**src/rtl/das_reset_sequencer.sv**
```systemverilog
// Power-up / restart sequencer for DAS front-end devices: global reset, staggered release,
// per-device holdoff, ready wait with timeout. Optional macro DAS_READY_SYNC_EN adds a 2-flop ready synchronizer.
`timescale 1ns/1ps
module das_reset_sequencer #(
  parameter int NDEV     = 4,
  parameter int RESETLEN = 65536,
  parameter int HOLDOFF  = 1024,
  parameter int TIMEOUT  = 1048576
) (
  input  logic            clk_i,
  input  logic            resetn_i,
  input  logic            en_i,
  input  logic            restart_i,
  input  logic [NDEV-1:0] dev_ready_i,
  output logic [NDEV-1:0] dev_reset_o,
  output logic            acq_en_o,
  output logic            busy_o,
  output logic            done_o,
  output logic            fault_o,
  output logic [NDEV-1:0] fault_mask_o
);

  localparam int MAX_RH = (RESETLEN > HOLDOFF) ? RESETLEN : HOLDOFF;
  localparam int CMAX   = (MAX_RH > TIMEOUT) ? MAX_RH : TIMEOUT;
  localparam int CNTW   = $clog2(CMAX) + 1;
  localparam int IDXW   = (NDEV > 1) ? $clog2(NDEV) : 1;

  localparam logic [CNTW-1:0] RESET_LAST = CNTW'(RESETLEN - 1);
  localparam logic [CNTW-1:0] HOLD_LAST  = CNTW'(HOLDOFF - 1);
  localparam logic [CNTW-1:0] TOUT_LAST  = CNTW'(TIMEOUT - 1);
  localparam logic [CNTW-1:0] CNT_SAT    = '1;
  localparam logic [IDXW-1:0] IDX_LAST   = IDXW'(NDEV - 1);

  typedef enum logic [2:0] {
    S_IDLE, S_ASSERT, S_RELEASE, S_HOLDOFF, S_WAIT_RDY, S_RUN, S_FAULT
  } state_t;

  state_t          state_q, state_d;
  logic [CNTW-1:0] cnt_q, cnt_d;
  logic [IDXW-1:0] idx_q, idx_d;
  logic [NDEV-1:0] dev_reset_q, dev_reset_d;
  logic [NDEV-1:0] mask_q, mask_d;
  logic            acq_en_q, busy_q, done_q, fault_q;
  logic            enter, advance;
  logic [NDEV-1:0] rdy;

`ifdef DAS_READY_SYNC_EN
  logic [NDEV-1:0] sync_q1, sync_q2;

  always_ff @(posedge clk_i) begin
    if (!resetn_i) begin
      sync_q1 <= '0;
      sync_q2 <= '0;
    end else begin
      sync_q1 <= dev_ready_i;
      sync_q2 <= sync_q1;
    end
  end

  assign rdy = sync_q2;
`else
  assign rdy = dev_ready_i;
`endif

  // Output registers are loaded with the values of the state being entered,
  // so every output changes on the same edge as the state.
  always_comb begin
    state_d     = state_q;
    idx_d       = idx_q;
    dev_reset_d = dev_reset_q;
    mask_d      = mask_q;
    enter       = 1'b0;
    advance     = 1'b0;
    cnt_d       = (cnt_q == CNT_SAT) ? cnt_q : cnt_q + 1'b1;

    case (state_q)
      S_IDLE: begin
        if (en_i) begin
          state_d = S_ASSERT;
          enter   = 1'b1;
        end
      end
      S_ASSERT: begin
        if (cnt_q == RESET_LAST) begin
          state_d        = S_RELEASE;
          idx_d          = '0;
          dev_reset_d[0] = 1'b0;
          enter          = 1'b1;
        end
      end
      S_RELEASE: begin
        state_d = S_HOLDOFF;
        enter   = 1'b1;
      end
      S_HOLDOFF: begin
        if (cnt_q == HOLD_LAST) begin
          state_d = S_WAIT_RDY;
          enter   = 1'b1;
        end
      end
      S_WAIT_RDY: begin
        if (rdy[idx_q]) begin
          advance = 1'b1;
        end else if (cnt_q == TOUT_LAST) begin
          mask_d[idx_q]      = 1'b1;
          dev_reset_d[idx_q] = 1'b1;
          advance            = 1'b1;
        end
        if (advance) begin
          enter = 1'b1;
          if (idx_q == IDX_LAST) begin
            state_d = (mask_d == '0) ? S_RUN : S_FAULT;
          end else begin
            state_d            = S_RELEASE;
            idx_d              = idx_q + 1'b1;
            dev_reset_d[idx_d] = 1'b0;
          end
        end
      end
      S_RUN, S_FAULT: ;
      default: begin
        state_d = S_IDLE;
        enter   = 1'b1;
      end
    endcase

    // Enable dominates restart, restart dominates the sequence.
    if (restart_i && state_q != S_IDLE) begin
      state_d = S_ASSERT;
      idx_d   = '0;
      enter   = 1'b1;
    end
    if (!en_i) begin
      state_d = S_IDLE;
      idx_d   = '0;
      enter   = 1'b1;
    end

    if (state_d == S_IDLE || (enter && state_d == S_ASSERT)) begin
      dev_reset_d = '1;
      mask_d      = '0;
    end
    if (enter) cnt_d = '0;
  end

  always_ff @(posedge clk_i) begin
    if (!resetn_i) begin
      state_q     <= S_IDLE;
      cnt_q       <= '0;
      idx_q       <= '0;
      dev_reset_q <= '1;
      mask_q      <= '0;
      acq_en_q    <= 1'b0;
      busy_q      <= 1'b0;
      done_q      <= 1'b0;
      fault_q     <= 1'b0;
    end else begin
      state_q     <= state_d;
      cnt_q       <= cnt_d;
      idx_q       <= idx_d;
      dev_reset_q <= dev_reset_d;
      mask_q      <= mask_d;
      acq_en_q    <= (state_d == S_RUN);
      busy_q      <= (state_d == S_ASSERT) || (state_d == S_RELEASE) ||
                     (state_d == S_HOLDOFF) || (state_d == S_WAIT_RDY);
      done_q      <= (state_d == S_RUN) || (state_d == S_FAULT);
      fault_q     <= (state_d == S_FAULT);
    end
  end

  assign dev_reset_o  = dev_reset_q;
  assign acq_en_o     = acq_en_q;
  assign busy_o       = busy_q;
  assign done_o       = done_q;
  assign fault_o      = fault_q;
  assign fault_mask_o = mask_q;

endmodule

```
**config.mk**
```make
export PLATFORM = sky130hd
export DESIGN_NAME = das_reset_sequencer
export DESIGN_NICKNAME = d
export VERILOG_FILES = /design/src/rtl/das_reset_sequencer.sv
export SDC_FILE = /design/constraint.sdc
export NUM_CORES = 1
export LEC_CHECK = 0
export ABC_AREA = 1
export CELL_PAD_IN_SITES_DETAIL_PLACEMENT = 0
export CELL_PAD_IN_SITES_GLOBAL_PLACEMENT = 1
export CORE_UTILIZATION = 37
export DETAILED_ROUTE_END_ITERATION = 10
export PLACE_DENSITY_LB_ADDON = 0.1
export SETUP_SLACK_MARGIN = 0.4
export SYNTH_ARGS = -nofsm -noshare
export SYNTH_HDL_FRONTEND = slang
export SYNTH_SLANG_ARGS = --single-unit
```
**constraint.sdc**
```tcl
create_clock -name clk_i -period 2 [get_ports clk_i]
set_clock_uncertainty 0.1 [all_clocks]
set_input_delay 0.3 -clock clk_i [delete_from_list [all_inputs] [get_ports clk_i]]
set_output_delay 0.3 -clock clk_i [all_outputs]
set_load 0.1 [all_outputs]
```
==> results of run 1 <==
## stage by stage
stage	utilization (%)	cell area, µm²	setup TNS (ns)
floorplan	-	2150	0
global placement	52.6	2770	-1.98
finish	60.8	3200	-0.137
detailed placement	52.6	2770	-2.68
global route	60.8	3200	-2.09
CTS	58.5	3080	-0.0217
## final timing paths
path	slack, ns	endpoint	cells after the start	from
min	0.40	fault_mask_o[2]	2	fault_mask_o[2]
max reg2reg	-0.04	fault_mask_o[0]	11	cnt_q[0]
min reg2reg	0.40	fault_mask_o[2]	2	fault_mask_o[2]
max	-0.04	fault_mask_o[0]	11	cnt_q[0]
## flip-flops by register name, indices dropped and copies added, names as in the netlist
signal	flops
idx_q	2
state_q	3
cnt_q	21
busy_o	1
acq_en_o	1
done_o	1
fault_mask_o	4
fault_o	1
dev_reset_o	4
## worst max-delay path, cell delays in order (launching register included)
cell and delay (ns):
dfxtp_2 0.37, ha_4 0.15, nand3_4 0.11, nor2_4 0.14, nand3_4 0.13, a21oi_4 0.21
nand3_1 0.13, nand3_2 0.13, buf_6 0.13, nand4_4 0.15, nand2_4 0.14, nor2_2 0.04
## area by class of cell
cell class / count / share of cell area [%]
clock buffers: 5 / 2.15
clock inverters: 3 / 1.41
inverters: 38 / 4.65
multi-input cells: 205 / 42.8
flip-flops and latches: 38 / 24.1
well taps: 70 / 2.73
repair buffers: 85 / 22.1
## layout by cell type, fill, tap and decap left out, types with 2 or more instances in the layout
cell type,synthesis,routed
buf_4,0,66
nand2_1,57,44
nor2_1,41,34
inv_1,33,31
dfxtp_1,38,28
nand3_1,17,16
nand2_2,8,15
buf_6,0,11
nor3_1,12,10
dfxtp_2,0,10
a21oi_1,11,9
nor2_2,2,8
nand2_4,1,7
clkdlybuf4s50_1,0,7
nand3_4,2,6
nor2_4,4,5
o21ai_0,5,5
xor2_1,5,5
clkbuf_8,0,5
inv_2,4,4
a21oi_2,2,4
nand4_1,4,4
a31oi_1,4,4
ha_1,5,4
nor3_4,1,3
nand3_2,6,3
inv_4,0,2
nand4_4,0,2
xnor2_1,3,2
clkinvlp_4,0,2
## per-layer routing
metal	wire length [µm]	GRT usage (%)
met3	131	4.05
met4	27	4.15
met2	2450	32.0
met5	0	0
met1	2740	25.6
## what timing repair did
| action | CTS | global route |
|---|---|---|
| pin swaps | 9 | 23 |
| resized for setup | 26 | 30 |
| endpoints found under the setup margin | 38 | 38 |
| setup buffers | 11 | 4 |
| hold buffers | 0 | 0 |
## logic make-up (layout without fill, tap and decap cells)
logic type | after synthesis | after routing | synth area share (%)
adder cells (fa/ha/maj) | 5 | 5 | 3.01
AO/OA/AOI/OAI | 29 | 29 | 9.39
XOR/XNOR | 8 | 8 | 3.37
buffers and inverters | 40 | 131 | 7.40
AND/OR/NAND/NOR | 163 | 163 | 40.3
flip-flops | 38 | 38 | 36.6
## power groups by stage
stage / Clock (mW) / Combinational (mW) / Sequential, mW
floorplan: 0 / 0.0373 / 0.788
global placement: 0 / 0.0844 / 0.780
detailed placement: 0 / 0.0842 / 0.780
CTS: 0.680 / 0.0951 / 0.762
global route: 0.716 / 0.111 / 0.763
finish: 0.657 / 0.103 / 0.762
==> metrics.log, run 1 <==
INFO  metric core_area = 5270 µm²
INFO  metric syn_nets = 296
INFO  metric swShare = 22.9%
INFO  metric report.final.hold_viol_count = 0
INFO  metric synth-async-reset-ratio = 0%
INFO  metric clock_tree.buffer_depth = 2
INFO  metric dp_hpwl = 3.93 mm
INFO  metric final_critical_path_setup_slack = -0.0380 ns
INFO  metric routed-via-count = 2059
INFO  metric post-synth-top-area-cell = dfxtp_1
INFO  metric cts_num_sinks = 38
INFO  metric cell_internal_pwr = 1.17 mW
INFO  metric status = finished, violations left
INFO  metric boundaryPins = 20
INFO  metric detail_route.first_pass.iterations = 4
INFO  metric synth_top_flop_cell = dfxtp_1
INFO  metric first_global_vias = 1993
INFO  metric detail_route_antenna_nets = 0
INFO  metric p_leak = 1.33 nW
INFO  metric post-route-period-util = 102%
INFO  metric synth_top_cell_area_share = 36.6%
INFO  metric grt_setup_unrepaired = true
INFO  metric port_buffers = 19
INFO  metric synthDistinctLibCells = 37
INFO  metric final_net_count = 386
INFO  metric initial_utilization = 39.5%
INFO  metric netSwitchingPower = 0.349 mW
INFO  metric critical_path_peak_fanout = 6
INFO  metric routed_via_density = 4.64
INFO  metric place_inst = 421
INFO  metric synth-warning-count = 0
INFO  metric max_cap_viol_count = 0
INFO  metric min_path_type = flop to flop
INFO  metric finalSetupViolCount = 4
INFO  metric failing_checks = negative setup slack
INFO  metric number_of_antenna_violations_at_the_first_check_in_global_routing = 0
INFO  metric cts-buffers-inserted = 5
INFO  metric finalCriticalPeriod = 2.04 ns
INFO  metric critical_path_required = 2.08 ns
INFO  metric die_height = 77.0 µm
INFO  metric synth_cells = 283
INFO  metric power.clock.fraction = 43.2%
INFO  metric floorplan.die.width = 77.0 µm
INFO  metric timing.hold.ws = 0.402 ns
INFO  metric synth_most_common_cell = nand2_1
INFO  metric critPathCaptureType = flop
INFO  metric final_max_slew_viol_count = 0
INFO  metric total_standard_cell_area_after_synthesis = 2080 µm²
INFO  metric multiInputGateArea = 1370 µm²
INFO  metric ir_drop = 0.552 mV
INFO  metric pwrdens = 475 nW/µm²
INFO  metric post_synth_most_frequent_cells = 57 x nand2_1, 41 x nor2_1, 38 x dfxtp_1, 33 x inv_1, 17 x nand3_1
INFO  metric share_seq_of_total_power = 50.1%
INFO  metric fmaxAchievable = 491 MHz
INFO  metric rd_place_congestion = 0.792
INFO  metric grt.total_usage = 19.3%
INFO  metric tritoncts = built
INFO  metric synth-seq-cells = 38
INFO  metric clk_pin_slew = 0.08 ns
INFO  metric insertion_delay = 0.29 ns
INFO  metric seq_area = 773 µm²
INFO  metric wire_per_inst = 12.0 µm
INFO  metric synth-edff-count = 0
INFO  metric timing.critical_path.from_type = flop
INFO  metric instances_no_fill = 444
INFO  metric max_slew_margin = 72.0%
INFO  metric initialDrtViolationCount = 67
INFO  metric global_route.overflow_total = 0
INFO  metric pre_cts_ws = -0.275 ns
INFO  metric area_of_the_die = 5920 µm²
INFO  metric yosysSeqAreaShare = 36.6%
INFO  metric timing.critical_path.arrival = 2.12 ns
INFO  metric areaGrowthSynthToFinish = 54.0%
INFO  metric rows = 26
INFO  metric post_synth_main_area_contributors = dfxtp_1 37%, nand2_1 10%, nor2_1 7.4%
INFO  metric layout-drive-gt1-share = 44.1%
INFO  metric syn_area_per_cell = 7.35 µm²
INFO  metric detailed_route_drc_error_count = 0
INFO  metric clockRootBuffer = clkbuf_8
INFO  metric critical_path_class = flop to flop
INFO  metric report.power.total = 1.52 mW
INFO  metric grt_max_degree = 20
INFO  metric antenna-diode-count = 0
INFO  metric tightest_slew = 0.419 ns
INFO  metric drt_wl_total = 5.34 mm
INFO  metric htree_num_levels = 2
INFO  metric power_frac_comb = 6.8%
INFO  metric grt_pass1_wl = 9.14 mm
INFO  metric nFillCells = 497
(Power assumes the default switching activity.)
==> inputs of run 2 (changes only) <==
Settings changed: CELL_PAD_IN_SITES_DETAIL_PLACEMENT 0 to 1, PLACE_DENSITY set to 0.75, PLACE_DENSITY_LB_ADDON 0.1 to unset.
==> run 2 against run 1 <==
The run still ends with negative setup slack left. Register-to-register slack worse by 0.23 ns. Cell count rose by 0.45%. Sequential power is essentially flat. Via count up 25%. Setup slack worse by 0.23 ns. Die area unchanged. Count of clock-buffer cells in the layout up 1. Routed wire length rose by 100%. Largest power group unchanged. Highest routed layer unchanged.
==> metrics.log, run 2 (synthesis gave the netlist of run 1 again) <==
INFO  metric status = finished, violations left
INFO  metric failing_checks = negative setup slack
INFO  metric final_max_slew_viol_count = 0 (unchanged)
INFO  metric tritoncts = built
INFO  metric hold_path_depth = 2 (unchanged)
INFO  metric share_seq_of_total_power = 52.2% (+2.1 points)
INFO  metric ir_drop = 0.418 mV (-24%)
INFO  metric post-route-period-util = 113% (+11 points)
INFO  metric htree_num_levels = 2 (unchanged)
INFO  metric insertion_delay = 0.31 ns (+0.02 ns)
INFO  metric utilization = 66.6% (+5.8 points)
INFO  metric cell_internal_pwr = 1.08 mW (-7.8%)
INFO  metric initial_utilization = 39.5% (unchanged)
INFO  metric detail_route_antenna_nets = 0 (unchanged)
INFO  metric wire_per_inst = 24.0 µm (+100%)
INFO  metric layout-drive-gt1-share = 53.7% (+9.6 points)
INFO  metric final_cell_area = 3510 µm² (+9.6%)
INFO  metric detailed_route_drc_error_count = 0 (unchanged)
INFO  metric detailroute.wirelength.met2 = 5.46 mm (+120%)
INFO  metric power_frac_comb = 9.8% (+3.0 points)
INFO  metric drt_wl_total = 10.7 mm (+100%)
INFO  metric timing.critical_path.from_type = flop
INFO  metric report.final.hold_viol_count = 0 (unchanged)
INFO  metric fmaxAchievable = 442 MHz (-10%)
INFO  metric m1WireLength = 4.11 mm (+50%)
INFO  metric final_critical_path_setup_slack = -0.263 ns (-0.225 ns)
INFO  metric critPathCaptureType = flop
INFO  metric timing.hold.ws = 0.377 ns (-0.0256 ns)
INFO  metric grt_pass1_wl = 13.7 mm (+50%)
INFO  metric rows = 26 (unchanged)
INFO  metric antenna-diode-count = 0 (unchanged)
INFO  metric fin_setup_tns = -4.40 ns (-4.26 ns)
INFO  metric grt_max_degree = 11 (-45%)
INFO  metric critical_path_required = 2.11 ns (+0.03 ns)
INFO  metric min_path_type = flop to flop
INFO  metric critical_path_peak_fanout = 6 (unchanged)
INFO  metric initialDrtViolationCount = 178 (+170%)
INFO  metric floorplan.die.width = 77.0 µm (unchanged)
INFO  metric boundaryPins = 20 (unchanged)
INFO  metric critical_path_class = flop to flop
INFO  metric met3_wl_post_dr = 502 µm (+280%)
INFO  metric timing.critical_path.arrival = 2.37 ns (+0.25 ns)
INFO  metric worst_r2r_path_depth = 11 (unchanged)
INFO  metric routed_via_density = 5.76 (+24%)
INFO  metric routed-via-count = 2569 (+25%)
INFO  metric core_area = 5270 µm² (unchanged)
INFO  metric number_of_flip_flops_in_the_largest_register = 21 (unchanged)
INFO  metric netSwitchingPower = 0.379 mW (+8.5%)
INFO  metric pwrdens = 416 nW/µm² (-12%)
INFO  metric layout_common_cells = 60 x buf_4, 42 x nand2_1, 30 x inv_1, 24 x nor2_1, 22 x dfxtp_1
INFO  metric clock_tree.buffer_depth = 2 (unchanged)
INFO  metric global_route.overflow_total = 0 (unchanged)
INFO  metric p_leak = 1.43 nW (+7.8%)
INFO  metric dp_hpwl = 4.51 mm (+15%)
INFO  metric area_of_the_die = 5920 µm² (unchanged)
INFO  metric tightest_slew = 0.632 ns (+0.213 ns)
INFO  metric max_slew_margin = 57.7% (-14 points)
INFO  metric die_height = 77.0 µm (unchanged)
INFO  metric cts_num_sinks = 38 (unchanged)
INFO  metric swShare = 25.9% (+3.0 points)
INFO  metric areaGrowthSynthToFinish = 68.8%
INFO  metric number_of_antenna_violations_at_the_first_check_in_global_routing = 0 (unchanged)
INFO  metric clockRootBuffer = clkbuf_8
INFO  metric cts-buffers-inserted = 5 (unchanged)
INFO  metric layout.cells.most_common = buf_4
INFO  metric dpl_cell_area = 2700 µm² (-2.7%)
INFO  metric first_global_vias = 2609 (+31%)
INFO  metric final_net_count = 390 (+1.0%)
INFO  metric detail_route.first_pass.iterations = 4 (unchanged)
INFO  metric finalCriticalPeriod = 2.26 ns (+0.225 ns)
INFO  metric cts.hold.buffers_added = 0 (unchanged)
INFO  metric report.power.total = 1.46 mW (-4.1%)
INFO  metric grt_setup_unrepaired = true
INFO  metric port_buffers = 19 (unchanged)
INFO  metric finalSetupViolCount = 36 (+32)
INFO  metric highest-signal-layer = met4
INFO  metric power.clock.fraction = 38.0% (-5.2 points)
INFO  metric top_register = cnt_q
INFO  metric grt.total_usage = 30.8% (+11 points)
INFO  metric clk_pin_slew = 0.08 ns (about the same)
INFO  metric rd_place_congestion = 0.776 (-2.0%)
INFO  metric max_cap_viol_count = 0 (unchanged)
==> run 2: cell count changes in the layout (fill, tap and decap cells not counted), moves of 3 or more <==
| cell | delta |
|---|---|
| a21oi_2 | +5 |
| a21oi_1 | -6 |
| dfxtp_2 | +5 |
| buf_6 | +6 |
| nand2_4 | +3 |
| buf_4 | -6 |
| nor3_1 | -3 |
| nor2_4 | +11 |
| nor2_1 | -10 |
| dfxtp_1 | -6 |
==> run 2: area by class of cell <==
type                            instances  area, µm²
Clock buffer                            6       82.6
Fill cell                             612       1760
Inverter                               38        153
Multi-Input combinational cell        205       1570
Sequential cell                        38        783
Tap cell                               70       87.6
Timing Repair Buffer                   89        832
==> run 2: layer usage <==
layer  up-vias  track usage, %
met5         -               0
met4         0            13.6
met3        58            5.00
li1       1111               -
met2       115            56.1
met1      1285            35.0
==> run 2: per-stage QoR <==
stage               setup slack, ns  std cells
detailed placement           -0.292        411
CTS                         -0.0214        436
finish                       -0.263        446
floorplan                     0.207        283
global route                 -0.407        446
global placement             -0.220        411
==> run 2: final timing paths <==
| path | startpoint | end | slack (ns) |
|---|---|---|---|
| max reg2reg | cnt_q[18] | busy_o | -0.26 |
| min | fault_mask_o[2] | fault_mask_o[2] | 0.38 |
| max | cnt_q[18] | busy_o | -0.26 |
| min reg2reg | fault_mask_o[2] | fault_mask_o[2] | 0.38 |
==> run 2: worst max-delay path, stage by stage (launching register included) <==
cell	delay, ns
dfxtp_1	0.41
nand2_1	0.14
nor3_2	0.30
nand3_4	0.17
a21oi_2	0.18
nor2_2	0.08
nand3_1	0.13
nand3_2	0.18
nand3_4	0.12
nand3_4	0.17
nand2_1	0.14
inv_1	0.06
==> run 2: power groups by stage <==
stage	Clock [mW]	Sequential, mW	Combinational [mW]
6_report	0.555	0.763	0.143
5_1_grt	0.596	0.763	0.147
4_1_cts	0.551	0.762	0.112
3_5_place_dp	0	0.780	0.0851
3_3_place_gp	0	0.780	0.0825
2_1_floorplan	0	0.788	0.0373
==> run 2: repair_timing <==
| action | in CTS | in global routing |
|---|---|---|
| endpoints found under the setup margin | 38 | 38 |
| pin swaps | 26 | 20 |
| buffers inserted | 17 | 9 |
| gates cloned | 2 | 1 |
| gates resized for setup | 65 | 52 |
==> edit 1: new RTL, flow settings as in run 2 <==
Put one more register stage on the output `fault_mask_o`, with the module's reset. The value now appears one clock later. The other outputs are not delayed to match.
--- a/src/rtl/das_reset_sequencer.sv
+++ b/src/rtl/das_reset_sequencer.sv
@@ -173,7 +173,13 @@
   assign busy_o       = busy_q;
   assign done_o       = done_q;
   assign fault_o      = fault_q;
-  assign fault_mask_o = mask_q;
+  always_ff @(posedge clk_i) begin
+    if (!resetn_i) begin
+      fault_mask_o <= '0;
+    end else begin
+      fault_mask_o <= mask_q;
+    end
+  end
 
 endmodule
 
Behaviour: no difference found for any inputs over 10 cycles, from zero or initial values and one cycle with resetn_i low; that may be too few to reach the edited logic, so the function may still have changed.
==> edit 1 against run 2 <==
  * The run still ends with negative setup slack left
  * Total power grew 8.5%
  * Area after synthesis is 8.2% higher
  * Synthesized cell count grew 8.1%
  * Die area up 8.0%
  * Final area decreased by 3.9%
  * Via count is 6.9% lower
  * Setup slack better by 0.14 ns
  * Global-route usage down 6.8 points
  * Worst hold slack worse by 0.014 ns
  * Routed wire length shrank 22%
  * Sequential cell count increased by 4
  * Critical path type unchanged
  * Largest cell class unchanged
  * Highest routed layer unchanged
==> edit 1: results (changes against run 2) <==
stage	metric	value	unit	change
logic_synthesis	complex-gate fraction of the synthesized area	0.0795		-0.0144
global_route	largest net degree at the start of global routing	16		+5
sta	final setup fails	21		-42%
sta	fin worst setup slack	-0.118	ns	+0.145 ns
clock_network	Longest Clk Path Bufs	2		unchanged
power_and_ir_drop	leakage	1.37	nW	-4.6%
global_route	antenna violations before repair	0		unchanged
layout	Non-Filler Instances	457		+2.5%
critical_path	CP max FO	6		unchanged
logic_synthesis	synth cell count leaders	nand2_1, nor2_1, dfxtp_1, inv_1, nand3_1		
status	status	finished, violations left		
logic_synthesis	mux cell area share after synthesis	0		unchanged
logic_synthesis	ys async rst share	0		unchanged
detailed_routing	metal3 WL	229	um	-54%
placed_design	Post-Place Cell Area	2800	um^2	+3.9%
logic_synthesis	Post-synth top flop	dfxtp_1		
detailed_routing	top sig layer	met4		
placed_design	GP Congestion	0.804		+3.5%
sta	worst slew pin tran	0.663	ns	+0.0313 ns
critical_path	critical path's slowest cell	dfxtp_2		
logic_synthesis	synth unique cells	36		-2.7%
global_route	met1 Track Usage GR	0.311		-0.0386
layout	# nets final	394		+1.0%
critical_path	max incr delay on CP	0.36	ns	-0.05 ns
logic_synthesis	syn_nets	319		+7.8%
logic_synthesis	Mapped Cells	306		+8.1%
logic_synthesis	post-synthesis xor/xnor area fraction	0.0467		+0.0130
critical_path	Worst EP arrival	2.26	ns	-0.11 ns
placed_design	Setup Slack @ Placement	-0.189	ns	+0.103 ns
layout	Largest register FFs	21		unchanged
logic_synthesis	synth warn	0		unchanged
clock_network	Inserted Clock Buffers	5		unchanged
power_and_ir_drop	Peak VDD IR	0.349	mV	-17%
global_route	GRT Overall Usage	0.240		-0.0675
layout	Antenna Cells	0		unchanged
detailed_routing	initial DRC count	113		-37%
detailed_routing	WL met1	3.71	mm	-9.8%
logic_synthesis	Post-synth EDFFs	0		unchanged
global_route	global routing usage on met2	0.400		-0.161
clock_network	CTS H-tree lvls	2		unchanged
logic_synthesis	register area share after synthesis	0.374		+0.00772
global_route	first-pass GRT wire length	11.7	mm	-15%
placed_design	Placed Cells	429		+4.4%
logic_synthesis	synth top area cells	dfxtp_1, nand2_1, nor2_1, inv_1, nand3_1		
clock_network	clock-pin slew of the registers on the worst-case setup and hold paths	0.09	ns	
layout	layout cell share with drive strength beyond 1	0.453		-0.0844
placed_design	post-DP HPWL	4.83	mm	+7.0%
detailed_routing	met2 WL post-DR	4.24	mm	-22%
layout	Most flops, register	cnt_q		
detailed_routing	drt pass-1 iters	4		unchanged
detailed_routing	via/cell ratio	5.23		-9.2%
global_route	vias in the first global route	2390		-8.4%
sta	setup TNS	-1.30	ns	+3.10 ns
status	failing checks	negative setup slack		
global_route	met3 usage	0.0389		-0.0111
detailed_routing	final WL	8.35	mm	-22%
logic_synthesis	adder-cell share of the synthesized area	0.0278		-0.00229
[edit 1: cell count changes after synthesis, sizes merged, moves of 2 or more]
cell          run 2  this run
dfxtp            38        42
nand2            66        68
nand3            25        27
nor2             47        56
nor3             14        10
nor4              1         6
o22ai             0         2
xnor2             3         8
[edit 1: cell type report]
type	count	area, um^2
fillers	708	2510
multi-input cells	224	1570
flip-flops and latches	42	861
repair buffers	71	614
inverters	37	141
well taps	75	93.8
clock buffers	5	68.8
clock inverters	3	23.8
[edit 1: worst max-delay path: cells and delay by family, from the launching register on]
kind / cells / cell delay (ns)
DFF: 1 / 0.36
buffers and inverters: 1 / 0.10
and+or+nand+nor: 10 / 1.21
AOI/OAI and AO/OA: 1 / 0.28
[edit 1: logic make-up (layout without fill, tap and decap cells)]
group / Yosys count / count (layout)
adder cells (fa/ha/maj): 5 / 5
AND/OR/NAND/NOR: 179 / 179
AO/OA/AOI/OAI: 28 / 28
buffers and inverters: 40 / 116
flip-flops: 42 / 42
XOR/XNOR: 12 / 12
[edit 1: worst paths after layout]
check | from | endpoint | slack (ns) | cells after the start
worst max-delay path | cnt_q[8] | mask_q[0] | -0.12 | 12
worst min-delay path | mask_q[3] | fault_mask_o[3] | 0.36 | 2
worst max register to register | cnt_q[8] | mask_q[0] | -0.12 | 12
worst min register to register | mask_q[3] | fault_mask_o[3] | 0.36 | 2
[edit 1: where the power goes]
group / internal, W / switching, W / total [W]
Sequential: 0.000836 / 0.00000401 / 0.000840
Clock: 0.000250 / 0.000357 / 0.000608
Combinational: 0.0000597 / 0.0000772 / 0.000137
Total: 0.00115 / 0.000438 / 0.00158
[edit 1: repair_timing]
action	in CTS	in global routing
pin swaps	5	18
endpoints found under the setup margin	38	38
gates cloned	1	1
hold buffers	0	0
buffers inserted	8	10
gates resized for setup	39	44
==> edit 2: new RTL, settings of run 2 <==
Without the edit above. Change the parameter `TIMEOUT` from 1048576 to 4194304.
--- a/src/rtl/das_reset_sequencer.sv
+++ b/src/rtl/das_reset_sequencer.sv
@@ -5,7 +5,7 @@
   parameter int NDEV     = 4,
   parameter int RESETLEN = 65536,
   parameter int HOLDOFF  = 1024,
-  parameter int TIMEOUT  = 1048576
+  parameter int TIMEOUT  = 4194304
 ) (
   input  logic            clk_i,
   input  logic            resetn_i,
Function: no difference found for any inputs over 10 cycles, from zero or initial values and one cycle with resetn_i low; that may be too few to reach the edited logic, so the function may still have changed.
==> edit 2 against run 2 <==
  * The run still ends with negative setup slack left
  * Critical path depth is 2 higher
  * Total power is 9.2% higher
  * Sequential cell count is 2 higher
  * Routed wire length is 26% lower
  * Global-route usage is 9.0 points lower
  * Area after synthesis is 7.8% higher
  * Synthesized cell count is 6.7% higher
  * Final area is 4.8% lower
  * Sequential power is 5.0% higher
  * Clock power is 24% higher
  * Sequential share of layout area is 2.1 points higher
  * Count of clock-buffer cells in the layout stayed put
  * Setup slack better by 0.12 ns
  * Critical endpoint is now cnt_q[16]
  * Largest cell class unchanged
  * Largest power group unchanged
  * Highest routed layer unchanged
==> edit 2: results (changes against run 2) <==
stage	metric	value	unit	change
status	status	finished, violations left		
status	failing checks	negative setup slack		
detailed_routing	final WL	7.95	mm	-26%
critical_path	CP max FO	7		+1
critical_path	Worst EP arrival	2.23	ns	-0.14 ns
power_and_ir_drop	leakage	1.35	nW	-5.7%
floorplan	Well Taps	72		+2.9%
logic_synthesis	register area share after synthesis	0.357		-0.00868
layout	Logic inverters	39		+2.6%
layout	Seq/total area	0.244		+0.0207
global_route	first-pass GRT wire length	10.6	mm	-23%
placed_design	post-DP HPWL	4.66	mm	+3.1%
logic_synthesis	synth cell count leaders	nand2_1, nor2_1, dfxtp_1, inv_1, nand3_1		
layout	Multi-In Gates	220		+7.3%
sta	fin worst setup slack	-0.140	ns	+0.123 ns
layout	area of the multi-input gates	1580	um^2	+0.32%
logic_synthesis	complex-gate fraction of the synthesized area	0.0614		-0.0325
logic_synthesis	synth top area cells	dfxtp_1, nand2_1, nor2_1, inv_1, nand3_1		
layout	# nets final	388		-0.51%
detailed_routing	routed vias	2349		-8.6%
power_and_ir_drop	Peak VDD IR	0.291	mV	-30%
placed_design	GP Congestion	0.768		-1.1%
sta	final setup fails	33		-8.3%
placed_design	Setup Slack @ Placement	-0.160	ns	+0.132 ns
logic_synthesis	post-synthesis xor/xnor area fraction	0.0547		+0.0210
global_route	GRT Overall Usage	0.218		-0.0900
clock_network	Setup Buffers After CTS	9		-8
logic_synthesis	syn_nets	315		+6.4%
layout	Largest register FFs	23		+9.5%
logic_synthesis	adder-cell share of the synthesized area	0.0279		-0.00218
detailed_routing	initial DRC count	76		-57%
layout	area delta synth->final	48.9	%	
==> edit 2: cell count changes in the layout (fill, tap and decap cells not counted), sizes merged, moves of 2 or more <==
cell / change
a31oi: -3
buf: -20
dfxtp: +2
nand3b: +2
nand4: -2
nor2: +8
nor3: -2
nor4: +5
o22ai: +3
or2: +3
xnor2: +6
==> edit 2: routing by layer <==
layer,GRT usage,share of wire,wire length [um]
met5,0,0,0
met4,0.0732,0.023,184
met3,0.0331,0.035,279
met2,0.382,0.51,4090
met1,0.269,0.43,3400
==> edit 2: path summary, 6_finish.rpt <==
check / cells after the start / slack, ns / from / to
setup reg to reg: 13 / -0.14 / cnt_q[0] / cnt_q[16]
setup / recovery: 13 / -0.14 / cnt_q[0] / cnt_q[16]
hold / removal: 2 / 0.39 / fault_mask_o[1] / fault_mask_o[1]
hold reg to reg: 2 / 0.39 / fault_mask_o[1] / fault_mask_o[1]
==> edit 2: metrics by stage <==
stage | TNS (ns) | cells
finish | -2.87 | 448
global route | -5.82 | 448
CTS | -0.466 | 443
detailed placement | -2.61 | 425
global placement | -0.651 | 425
floorplan | 0 | 302
==> edit 2: worst max-delay path: stages (launching register included) <==
cell       delay (ns)
dfxtp_2          0.36
ha_4             0.15
inv_4            0.04
nor2_4           0.12
nand2_4          0.10
nor2_8           0.20
nand2_4          0.11
nand2_2          0.08
nand2_2          0.07
nand4_1          0.11
buf_4            0.13
or2_4            0.21
clkbuf_16        0.20
a21oi_2          0.04
==> edit 2: where the power goes <==
part | switching [W] | total (W) | internal (W)
logic | 0.0000616 | 0.000106 | 0.0000448
clock network | 0.000317 | 0.000688 | 0.000371
registers | 0.00000347 | 0.000801 | 0.000797
